[src/rtl/axi_read_master_if.sv]
// Bundles the command, AXI read (AR/R), beat-output and status signals of the read master.
// The master modport is the initiator's view; the slave modport is the view of whatever surrounds it.
interface axi_read_master_if #(
  parameter int DATA_WIDTH    = 32,
  parameter int ADDRESS_WIDTH = 8
);
  logic                     cmd_valid;
  logic                     cmd_ready;
  logic [ADDRESS_WIDTH-1:0] cmd_addr;
  logic [7:0]               cmd_len;
  logic [2:0]               cmd_size;

  logic [ADDRESS_WIDTH-1:0] araddr;
  logic [7:0]               arlen;
  logic [2:0]               arsize;
  logic [1:0]               arburst;
  logic                     arvalid;
  logic                     arready;

  logic [DATA_WIDTH-1:0]    rdata;
  logic [1:0]               rresp;
  logic                     rlast;
  logic                     rvalid;
  logic                     rready;

  logic [DATA_WIDTH-1:0]    out_data;
  logic                     out_last;
  logic                     out_valid;
  logic                     out_ready;

  logic                     busy;
  logic                     done;
  logic                     err;

  modport master (
    input  cmd_valid, cmd_addr, cmd_len, cmd_size,
    output cmd_ready,
    output araddr, arlen, arsize, arburst, arvalid,
    input  arready,
    input  rdata, rresp, rlast, rvalid,
    output rready,
    output out_data, out_last, out_valid,
    input  out_ready,
    output busy, done, err
  );

  modport slave (
    output cmd_valid, cmd_addr, cmd_len, cmd_size,
    input  cmd_ready,
    input  araddr, arlen, arsize, arburst, arvalid,
    output arready,
    output rdata, rresp, rlast, rvalid,
    input  rready,
    input  out_data, out_last, out_valid,
    output out_ready,
    input  busy, done, err
  );
endinterface

[src/rtl/axi_read_master.sv]
// Single-outstanding AXI4 INCR read initiator; R beats pass straight through to a valid/ready consumer.
// state  | meaning
// IDLE   | waiting for a command, cmd_ready high
// ADDR   | AR request presented, held until arready
// DATA   | R beats forwarded to the consumer, framing/response checked
// DONE   | one-cycle completion pulse, err valid
module axi_read_master #(
  parameter int DATA_WIDTH    = 32,
  parameter int ADDRESS_WIDTH = 8,
  parameter int STROBE_WIDTH  = DATA_WIDTH / 8
) (
  input logic              aclk,
  input logic              aresetn,
  axi_read_master_if.master bus
);

  localparam logic [1:0] S_IDLE = 2'd0;
  localparam logic [1:0] S_ADDR = 2'd1;
  localparam logic [1:0] S_DATA = 2'd2;
  localparam logic [1:0] S_DONE = 2'd3;

  localparam int unsigned SIZE_LOG2 = $clog2(STROBE_WIDTH);

  logic [1:0]               state_q, state_d;
  logic [ADDRESS_WIDTH-1:0] addr_q, addr_d;
  logic [7:0]               len_q, len_d;
  logic [2:0]               size_q, size_d;
  logic [8:0]               beat_cnt_q, beat_cnt_d;
  logic                     err_q, err_d;

  logic in_data;
  logic last_beat;

  assign in_data   = (state_q == S_DATA);
  assign last_beat = (beat_cnt_q == {1'b0, len_q});

  always_comb begin
    state_d    = state_q;
    addr_d     = addr_q;
    len_d      = len_q;
    size_d     = size_q;
    beat_cnt_d = beat_cnt_q;
    err_d      = err_q;
    case (state_q)
      S_IDLE: begin
        if (bus.cmd_valid) begin
          addr_d     = bus.cmd_addr;
          len_d      = bus.cmd_len;
          size_d     = bus.cmd_size;
          beat_cnt_d = 9'd0;
          err_d      = 1'b0;
          // A beat wider than the data bus can never be served: fail without touching AR.
          if (32'(bus.cmd_size) > SIZE_LOG2) begin
            err_d   = 1'b1;
            state_d = S_DONE;
          end else begin
            state_d = S_ADDR;
          end
        end
      end
      S_ADDR: begin
        if (bus.arready) state_d = S_ADDR + 2'd1;
      end
      S_DATA: begin
        if (bus.rvalid && bus.out_ready) begin
          beat_cnt_d = beat_cnt_q + 9'd1;
          if (bus.rresp != 2'b00) err_d = 1'b1;
          // Early or missing rlast both flag the burst; the beat count alone ends it.
          if (bus.rlast != last_beat) err_d = 1'b1;
          if (last_beat) state_d = S_DONE;
        end
      end
      S_DONE: state_d = S_IDLE;
      default: state_d = S_IDLE;
    endcase
  end

  always_ff @(posedge aclk) begin
    if (!aresetn) begin
      state_q    <= S_IDLE;
      addr_q     <= '0;
      len_q      <= '0;
      size_q     <= '0;
      beat_cnt_q <= '0;
      err_q      <= 1'b0;
    end else begin
      state_q    <= state_d;
      addr_q     <= addr_d;
      len_q      <= len_d;
      size_q     <= size_d;
      beat_cnt_q <= beat_cnt_d;
      err_q      <= err_d;
    end
  end

  assign bus.cmd_ready = (state_q == S_IDLE);
  assign bus.busy      = (state_q != S_IDLE);
  assign bus.done      = (state_q == S_DONE);
  assign bus.err       = err_q;

  assign bus.arvalid   = (state_q == S_ADDR);
  assign bus.araddr    = addr_q;
  assign bus.arlen     = len_q;
  assign bus.arsize    = size_q;
  assign bus.arburst   = 2'b01;

  assign bus.rready    = in_data & bus.out_ready;
  assign bus.out_valid = in_data & bus.rvalid;
  assign bus.out_data  = bus.rdata;
  assign bus.out_last  = in_data & last_beat;

endmodule

[src/flat_wrapper.sv]
// flat-port wrapper written by rule: the top's interface ports become plain ports
module axi_read_master_flat 
#(
  parameter int DATA_WIDTH    = 32,
  parameter int ADDRESS_WIDTH = 8,
  parameter int STROBE_WIDTH  = DATA_WIDTH / 8
)
  (aclk, aresetn, bus_cmd_valid, bus_cmd_addr, bus_cmd_len, bus_cmd_size, bus_cmd_ready, bus_araddr, bus_arlen, bus_arsize, bus_arburst, bus_arvalid, bus_arready, bus_rdata, bus_rresp, bus_rlast, bus_rvalid, bus_rready, bus_out_data, bus_out_last, bus_out_valid, bus_out_ready, bus_busy, bus_done, bus_err);
  axi_read_master_if #(.DATA_WIDTH(DATA_WIDTH), .ADDRESS_WIDTH(ADDRESS_WIDTH)) bus_i ();
  input logic aclk;
  input logic aresetn;
  input wire logic [$bits(bus_i.cmd_valid)-1:0] bus_cmd_valid;
  input wire logic [$bits(bus_i.cmd_addr)-1:0] bus_cmd_addr;
  input wire logic [$bits(bus_i.cmd_len)-1:0] bus_cmd_len;
  input wire logic [$bits(bus_i.cmd_size)-1:0] bus_cmd_size;
  output wire logic [$bits(bus_i.cmd_ready)-1:0] bus_cmd_ready;
  output wire logic [$bits(bus_i.araddr)-1:0] bus_araddr;
  output wire logic [$bits(bus_i.arlen)-1:0] bus_arlen;
  output wire logic [$bits(bus_i.arsize)-1:0] bus_arsize;
  output wire logic [$bits(bus_i.arburst)-1:0] bus_arburst;
  output wire logic [$bits(bus_i.arvalid)-1:0] bus_arvalid;
  input wire logic [$bits(bus_i.arready)-1:0] bus_arready;
  input wire logic [$bits(bus_i.rdata)-1:0] bus_rdata;
  input wire logic [$bits(bus_i.rresp)-1:0] bus_rresp;
  input wire logic [$bits(bus_i.rlast)-1:0] bus_rlast;
  input wire logic [$bits(bus_i.rvalid)-1:0] bus_rvalid;
  output wire logic [$bits(bus_i.rready)-1:0] bus_rready;
  output wire logic [$bits(bus_i.out_data)-1:0] bus_out_data;
  output wire logic [$bits(bus_i.out_last)-1:0] bus_out_last;
  output wire logic [$bits(bus_i.out_valid)-1:0] bus_out_valid;
  input wire logic [$bits(bus_i.out_ready)-1:0] bus_out_ready;
  output wire logic [$bits(bus_i.busy)-1:0] bus_busy;
  output wire logic [$bits(bus_i.done)-1:0] bus_done;
  output wire logic [$bits(bus_i.err)-1:0] bus_err;
  assign bus_i.cmd_valid = bus_cmd_valid;
  assign bus_i.cmd_addr = bus_cmd_addr;
  assign bus_i.cmd_len = bus_cmd_len;
  assign bus_i.cmd_size = bus_cmd_size;
  assign bus_cmd_ready = bus_i.cmd_ready;
  assign bus_araddr = bus_i.araddr;
  assign bus_arlen = bus_i.arlen;
  assign bus_arsize = bus_i.arsize;
  assign bus_arburst = bus_i.arburst;
  assign bus_arvalid = bus_i.arvalid;
  assign bus_i.arready = bus_arready;
  assign bus_i.rdata = bus_rdata;
  assign bus_i.rresp = bus_rresp;
  assign bus_i.rlast = bus_rlast;
  assign bus_i.rvalid = bus_rvalid;
  assign bus_rready = bus_i.rready;
  assign bus_out_data = bus_i.out_data;
  assign bus_out_last = bus_i.out_last;
  assign bus_out_valid = bus_i.out_valid;
  assign bus_i.out_ready = bus_out_ready;
  assign bus_busy = bus_i.busy;
  assign bus_done = bus_i.done;
  assign bus_err = bus_i.err;
  axi_read_master #(.DATA_WIDTH(DATA_WIDTH), .ADDRESS_WIDTH(ADDRESS_WIDTH), .STROBE_WIDTH(STROBE_WIDTH)) u_core (.aclk(aclk), .aresetn(aresetn), .bus(bus_i));
endmodule
[config.mk]
export PLATFORM = sky130hd
export DESIGN_NAME = axi_read_master_flat
export DESIGN_NICKNAME = d
export VERILOG_FILES = /design/src/rtl/axi_read_master_if.sv /design/src/rtl/axi_read_master.sv /design/src/flat_wrapper.sv
export SDC_FILE = /design/constraint.sdc
export NUM_CORES = 1
export LEC_CHECK = 0
export CAP_MARGIN = 30
export CORE_ASPECT_RATIO = 0.8
export CORE_MARGIN = 4
export CORE_UTILIZATION = 32
export CTS_CLUSTER_SIZE = 25
export DETAILED_ROUTE_END_ITERATION = 8
export GPL_ROUTABILITY_DRIVEN = 0
export PLACE_DENSITY = 0.73
export SETUP_SLACK_MARGIN = 0.05
export SLEW_MARGIN = 20
export SYNTH_ARGS = -nofsm -noshare
export SYNTH_HDL_FRONTEND = slang
export SYNTH_SLANG_ARGS = --single-unit
[constraint.sdc]
create_clock -name aclk -period 1.7 [get_ports aclk]
set_input_delay 0.34 -clock aclk [delete_from_list [all_inputs] [get_ports aclk]]
set_output_delay 0.34 -clock aclk [all_outputs]
set_load 0.01 [all_outputs]
==> qor.txt, run 1 <==
Clk buf depth: 2
Cell Area, Synth: 0.00174 mm²
Clk Latency, worst-skew pair: 280 ps
Post-synthesis net count: 273
CTS tree: built
Via count: 1513
Worst IR Drop VDD: 0.000427 V
Sw frac: 33.9%
Post-synth top flop: dfxtp_1
Sw Pwr: 1.04 mW
Unique masters post-synth: 33
Share of cells above drive strength 1: 27.2%
Power Internal: 2.03 mW
Outcome: complete, but fails checks
Failing checks: negative setup slack
Clock root cell: clkbuf_8
Synth warn: 0
Register area: 636 µm²
Die span in y: 74.0 µm
Total GRT Usage: 13.9%
Die area: 0.00669 mm²
Fmax: 0.529 GHz
Fillers: 497
Most common cell in the netlist: nand2_1
# setup viols final: 2
Layout area overhead: 46.3%
Top cells by area, synth: dfxtp_1 36%, buf_4 15%, nand2_1 9.7%, a21boi_0 8.2%, xor2_1 4.0%
Mux cell area share after synthesis: 1.15%
Max-Cap Viols: 0
PortBufs: 54
Residual DRC count: 0
Area occupied by multi-input gates: 878 µm²
Fin area: 0.00255 mm²
Layout Skew: 7.51 ps
Starting Density: 34.0%
N_diodes: 0
CP Launch Type: flop
Static leakage: 1.12 nW
Placeable Area: 0.00512 mm²
Post-synthesis adder-cell area fraction: 3.59%
Clk pwr share: 18.9%
Final WS setup: -191 ps
Gate power share: 50.8%
Worst Path Max Fanout: 3
Largest net degree at the start of global routing: 20
First-pass GRT wire length: 7290 µm
Slew Viols, Final: 0
Num CTS Buffers: 5
Avg Vias per Cell: 4.63
Sequential fraction of the synthesis area: 35.7%
Drt wl/cell: 13.7 µm
Post-synthesis compound-gate area fraction: 11.9%
Setup TNS: -241 ps
Synth top cells by count: 45 x nand2_1, 34 x buf_4, 31 x dfxtp_1
Starting DRT DRC Count: 55
Seq cells post-synth: 31
Largest family of logic cells by synthesized area: simple AND/OR/NAND/NOR gates
Initial antenna violation count: 0
Hold-fix buffers, CTS: 0
Placed inst area: 0.00232 mm²
Placed Instances: 313
Reg2Reg Setup Slack: -50 ps
# H-tree levels: 2
HPWL after detailed placement: 3320 µm
Pwr/cell area: 1200 mW/mm²
RSZ-0062 raised after global routing: true
Chip width: 90.5 µm
Data arrival, critical path: 1550 ps
Yosys top cell area share: 35.7%
Flop pwr share: 30.3%
Synth Area in Simple Gates: 20.3%
GRT overflow: 0
FP Rows: 23
EDFF count, synth: 0
Clk slew on worst S/H paths: 60 ps
Fin crit period: 1890 ps
# IOs: 121
Final Routed Wirelength: 4470 µm
Leading area contributor after synthesis: dfxtp_1
Nets: 330
Final antenna-violating net count: 0
Vias in the first global route: 1530
Worst setup EP type: output port
Worst path required time: 1360 ps
Cells after synthesis: 208
Final Instance Count excl. Fillers: 327
DR pass1 iterations: 4
Synth async-reset ratio: 0%
Overall power: 3.06 mW
Min-Delay Path Class: flop to flop
Final Util: 49.7%
Clk sinks: 31
Fin. Hold Viols: 0
Final period util: 111%
Mapped Avg Cell Area: 8.37 µm²
Post-Synth XOR/XNOR Area: 8.91%
Worst Path Class, Setup: flop to output port
-- sequential cells by signal, indices dropped and copies added (netlist names) --
| signal | count |
|---|---|
| u_core.state_q | 2 |
| u_core.bus.err | 1 |
| u_core.bus.arsize | 3 |
| u_core.bus.arlen | 8 |
| u_core.bus.araddr | 8 |
| u_core.beat_cnt_q | 9 |
-- layer usage --
| metal | track usage (%) | share of wire [%] | up-vias |
|---|---|---|---|
| met2 | 22.4 | 45 | 51 |
| met1 | 17.5 | 47 | 703 |
| met4 | 5.77 | 2.0 | 0 |
| met5 | 0 | 0 | - |
| li1 | - | - | 749 |
| met3 | 4.35 | 6.4 | 10 |
-- final timing paths --
kind | startpoint | cells after the start | to
worst max-delay path | u_core.beat_cnt_q[5] | 5 | bus_out_last
worst min-delay path | u_core.bus.araddr[5] | 2 | u_core.bus.araddr[5]
worst max register to register | u_core.beat_cnt_q[5] | 7 | u_core.state_q[1]
worst min register to register | u_core.bus.araddr[5] | 2 | u_core.bus.araddr[5]
-- per-stage QoR --
stage                     hold WS (ps)  setup slack, ps
after global routing               488             -281
after CTS                          472             -231
final                              464             -191
after detailed placement           462             -366
after global placement             451             -354
after floorplan                    468             50.3
-- area by class of cell --
| type | count | area share (%) |
|---|---|---|
| multi-input cells | 130 | 34.5 |
| clock buffers | 6 | 3.24 |
| clock inverters | 1 | 0.197 |
| well taps | 62 | 3.05 |
| flip-flops and latches | 31 | 25.0 |
| inverters | 5 | 0.737 |
| repair buffers | 92 | 33.3 |
-- power groups by stage --
stage,Combinational (mW),Clock (mW),Sequential [mW]
CTS,1.38,0.602,0.927
floorplan,0.640,0,0.982
global route,1.70,0.631,0.944
global placement,1.33,0,0.926
finish,1.56,0.579,0.929
detailed placement,1.34,0,0.935
-- cell families after synthesis --
logic type / Yosys count
compound gates: 28
xor+xnor: 16
fa+ha+maj: 5
buf+inv: 47
flops: 31
mux: 2
other cells: 2
simple gates: 77
-- cells in the final DEF, fill, tap and decap left out, drive strengths merged, types with 3 or more instances in the layout --
cell,instances
a21oi,3
and2,4
ha,5
nor2,10
dlymetal6s2s,5
buf,39
clkdlybuf4s50,40
inv,5
nand4,4
xnor2,8
nand2,45
clkbuf,9
dfxtp,31
xor2,8
a21boi,20
nand3,5
clkdlybuf4s15,3
-- critical path: stages, from the launching register on --
cell	delay [ps]
dfxtp_4	350
xnor2_2	120
nand3_1	90
or4_4	500
nor2_2	80
buf_2	130
-- timing repair --
item | 4_1_cts | 5_1_grt
cloned | 0 | 0
pin swaps | 2 | 12
resized for setup | 26 | 25
endpoints found under the setup margin | 19 | 20
buffers inserted | 1 | 6
Note: power is estimated with default switching activity, not from simulation.
==> run 2, diff against run 1 <==
- GPL_TIMING_DRIVEN: not set -> 0
==> run 2 against run 1 <==
The run still ends with negative setup slack left. Non-clock buffer count rose by 46. Cell count up 14%. Register-to-register slack got worse by 50 ps. Fmax decreased by 3.7%. Sequential power grew 2.5%. Core utilization increased by 8.4 points. Critical path depth is the same. Global-route usage rose by 0.45 points. Sequential share of layout area fell by 3.2 points. Total power is 0.26% lower. Highest routed layer unchanged.
==> qor.txt, run 2 (same netlist as run 1, synthesis figures left out) <==
Outcome: complete, but fails checks
Failing checks: negative setup slack
Starting Density: 34.0% (unchanged)
Placeable Area: 0.00512 mm² (unchanged)
Total GRT Usage: 14.3% (+0.45 points)
Clock root cell: clkbuf_8
Reg2Reg Setup Slack: -100 ps (-50 ps)
HPWL after detailed placement: 3680 µm (+11%)
Final Routed Wirelength: 4980 µm (+12%)
Final Instance Count excl. Fillers: 374 (+14%)
# H-tree levels: 2 (unchanged)
Layout Skew: 4.42 ps (-3.08 ps)
Static leakage: 1.21 nW (+8.1%)
Fin area: 0.00298 mm² (+17%)
Largest register FFs: 9 (unchanged)
Residual DRC count: 0 (unchanged)
Die span in y: 74.0 µm (unchanged)
Via count: 1637 (+8.2%)
# setup viols final: 4 (+2)
Clk pwr share: 18.2% (-0.7 points)
Worst hold margin: 463 ps (-0.440 ps)
DR pass1 iterations: 4 (unchanged)
Slew Viols, Final: 0 (unchanged)
Flop pwr share: 31.2% (+0.9 points)
Measured slew at the worst slew-check pin: 525 ps
Worst path required time: 1360 ps (about the same)
Starting DRT DRC Count: 53 (-3.6%)
Drt wl/cell: 13.3 µm (-2.5%)
Largest net degree at the start of global routing: 20 (unchanged)
Min-Delay Path Class: flop to flop
Share of cells above drive strength 1: 27.9% (+0.71 points)
Fin crit period: 1960 ps (+73.1 ps)
CP Launch Type: flop
Top delay family on crit path: simple AND/OR/NAND/NOR gates
Final period util: 116% (+4.3 points)
Most common cell after layout, fill and taps aside: clkdlybuf4s50_1
Clk slew on worst S/H paths: 70 ps (about the same)
Crit-path max cell delay: 530 ps (+30 ps)
Worst Path Max Fanout: 3 (unchanged)
Data arrival, critical path: 1620 ps (+70 ps)
Placed Instances: 356 (+14%)
Worst setup EP type: output port
Clk buf depth: 2 (unchanged)
RSZ-0062 raised after global routing: true
Critical-path top delay cell: or4_4
Sw Pwr: 1.09 mW (+5.0%)
First-pass GRT wire length: 7600 µm (+4.3%)
Avg Vias per Cell: 4.38 (-5.4%)
Die area: 0.00669 mm² (unchanged)
FP Rows: 23 (unchanged)
Max-Cap Viols: 0 (unchanged)
# IOs: 121 (unchanged)
CP bufs+invs: 1 (unchanged)
Clk Latency, worst-skew pair: 280 ps (about the same)
PortBufs: 86 (+59%)
Final antenna-violating net count: 0 (unchanged)
Fmax: 0.509 GHz (-3.7%)
CTS tree: built
Chip width: 90.5 µm (unchanged)
Final WS setup: -264 ps (-73.1 ps)
Overall power: 3.05 mW (-0.26%)
Power Internal: 1.97 mW (-3.0%)
Num CTS Buffers: 5 (unchanged)
CP cell instances: xnor2_2, nand4_1, or4_4, nor2_4, buf_6
Vias in the first global route: 1601 (+4.6%)
GRT overflow: 0 (unchanged)
Sw frac: 35.7% (+1.8 points)
N_diodes: 0 (unchanged)
Rel. slew slack: 65.0%
Worst IR Drop VDD: 0.000538 V (+26%)
Nets: 376 (+14%)
Largest Register: u_core.beat_cnt_q
Worst Path Class, Setup: flop to output port
Initial antenna violation count: 0 (unchanged)
Pwr/cell area: 1030 mW/mm² (-15%)
Layout area overhead: 71.0%
Clk sinks: 31 (unchanged)
Gate power share: 50.7% (about the same)
Placed inst area: 0.00268 mm² (+15%)
Fin. Hold Viols: 0 (unchanged)
Commonest non-fill, non-tap cells in the layout: 79 x clkdlybuf4s50_1, 45 x nand2_1, 43 x buf_4
## run 2: stage by stage
stage	setup WS, ps	setup TNS, ps	util (%)
2_1_floorplan	50.3	0	-
3_3_place_gp	-469	-3910	52.4
3_5_place_dp	-482	-4350	52.4
4_1_cts	-271	-360	56.4
5_1_grt	-328	-721	58.1
6_report	-264	-458	58.1
## run 2: layer usage
layer	vias up	track usage [%]	wire, µm
met5	-	0	0
met4	0	6.11	75
met3	6	4.75	337
met2	62	23.8	2460
met1	725	17.4	2120
li1	844	-	-
## run 2: path summary, 6_finish.rpt
| path | startpoint | endpoint | depth (start not counted) |
|---|---|---|---|
| setup / recovery | u_core.bus.arlen[3] | bus_out_last | 5 |
| hold / removal | u_core.bus.araddr[0] | u_core.bus.araddr[0] | 2 |
| setup reg to reg | u_core.bus.arlen[3] | u_core.state_q[1] | 7 |
| hold reg to reg | u_core.bus.araddr[0] | u_core.bus.araddr[0] | 2 |
## run 2: area by class of cell
cell class | instances | area [µm²]
buffer | 41 | 302
clock buffer | 7 | 76.3
clock inverter | 1 | 5.00
fill | 482 | 2150
inverter | 5 | 21.3
multi-input combinational | 130 | 916
sequential | 31 | 647
tap | 62 | 77.6
timing repair buffer | 97 | 931
## run 2: timing repair
item / in CTS / in global routing
buffers inserted: 6 / 5
hold buffers: 0 / 0
pin swaps: 7 / 6
endpoints found under the setup margin: 29 / 11
gates resized for setup: 48 / 10
## run 2: power groups by stage
stage	Sequential, mW	Clock (mW)	Combinational (mW)
CTS	0.941	0.564	1.45
finish	0.952	0.555	1.55
global placement	0.950	0	1.22
global route	0.969	0.602	1.68
detailed placement	0.956	0	1.23
floorplan	0.982	0	0.640
## run 2: tightest hold or removal path, delay by kind of cell, from the launching register on
kind	cells	cell delay, ps
AOI/OAI and AO/OA	1	60
DFF	1	310
and+or+nand+nor	1	50
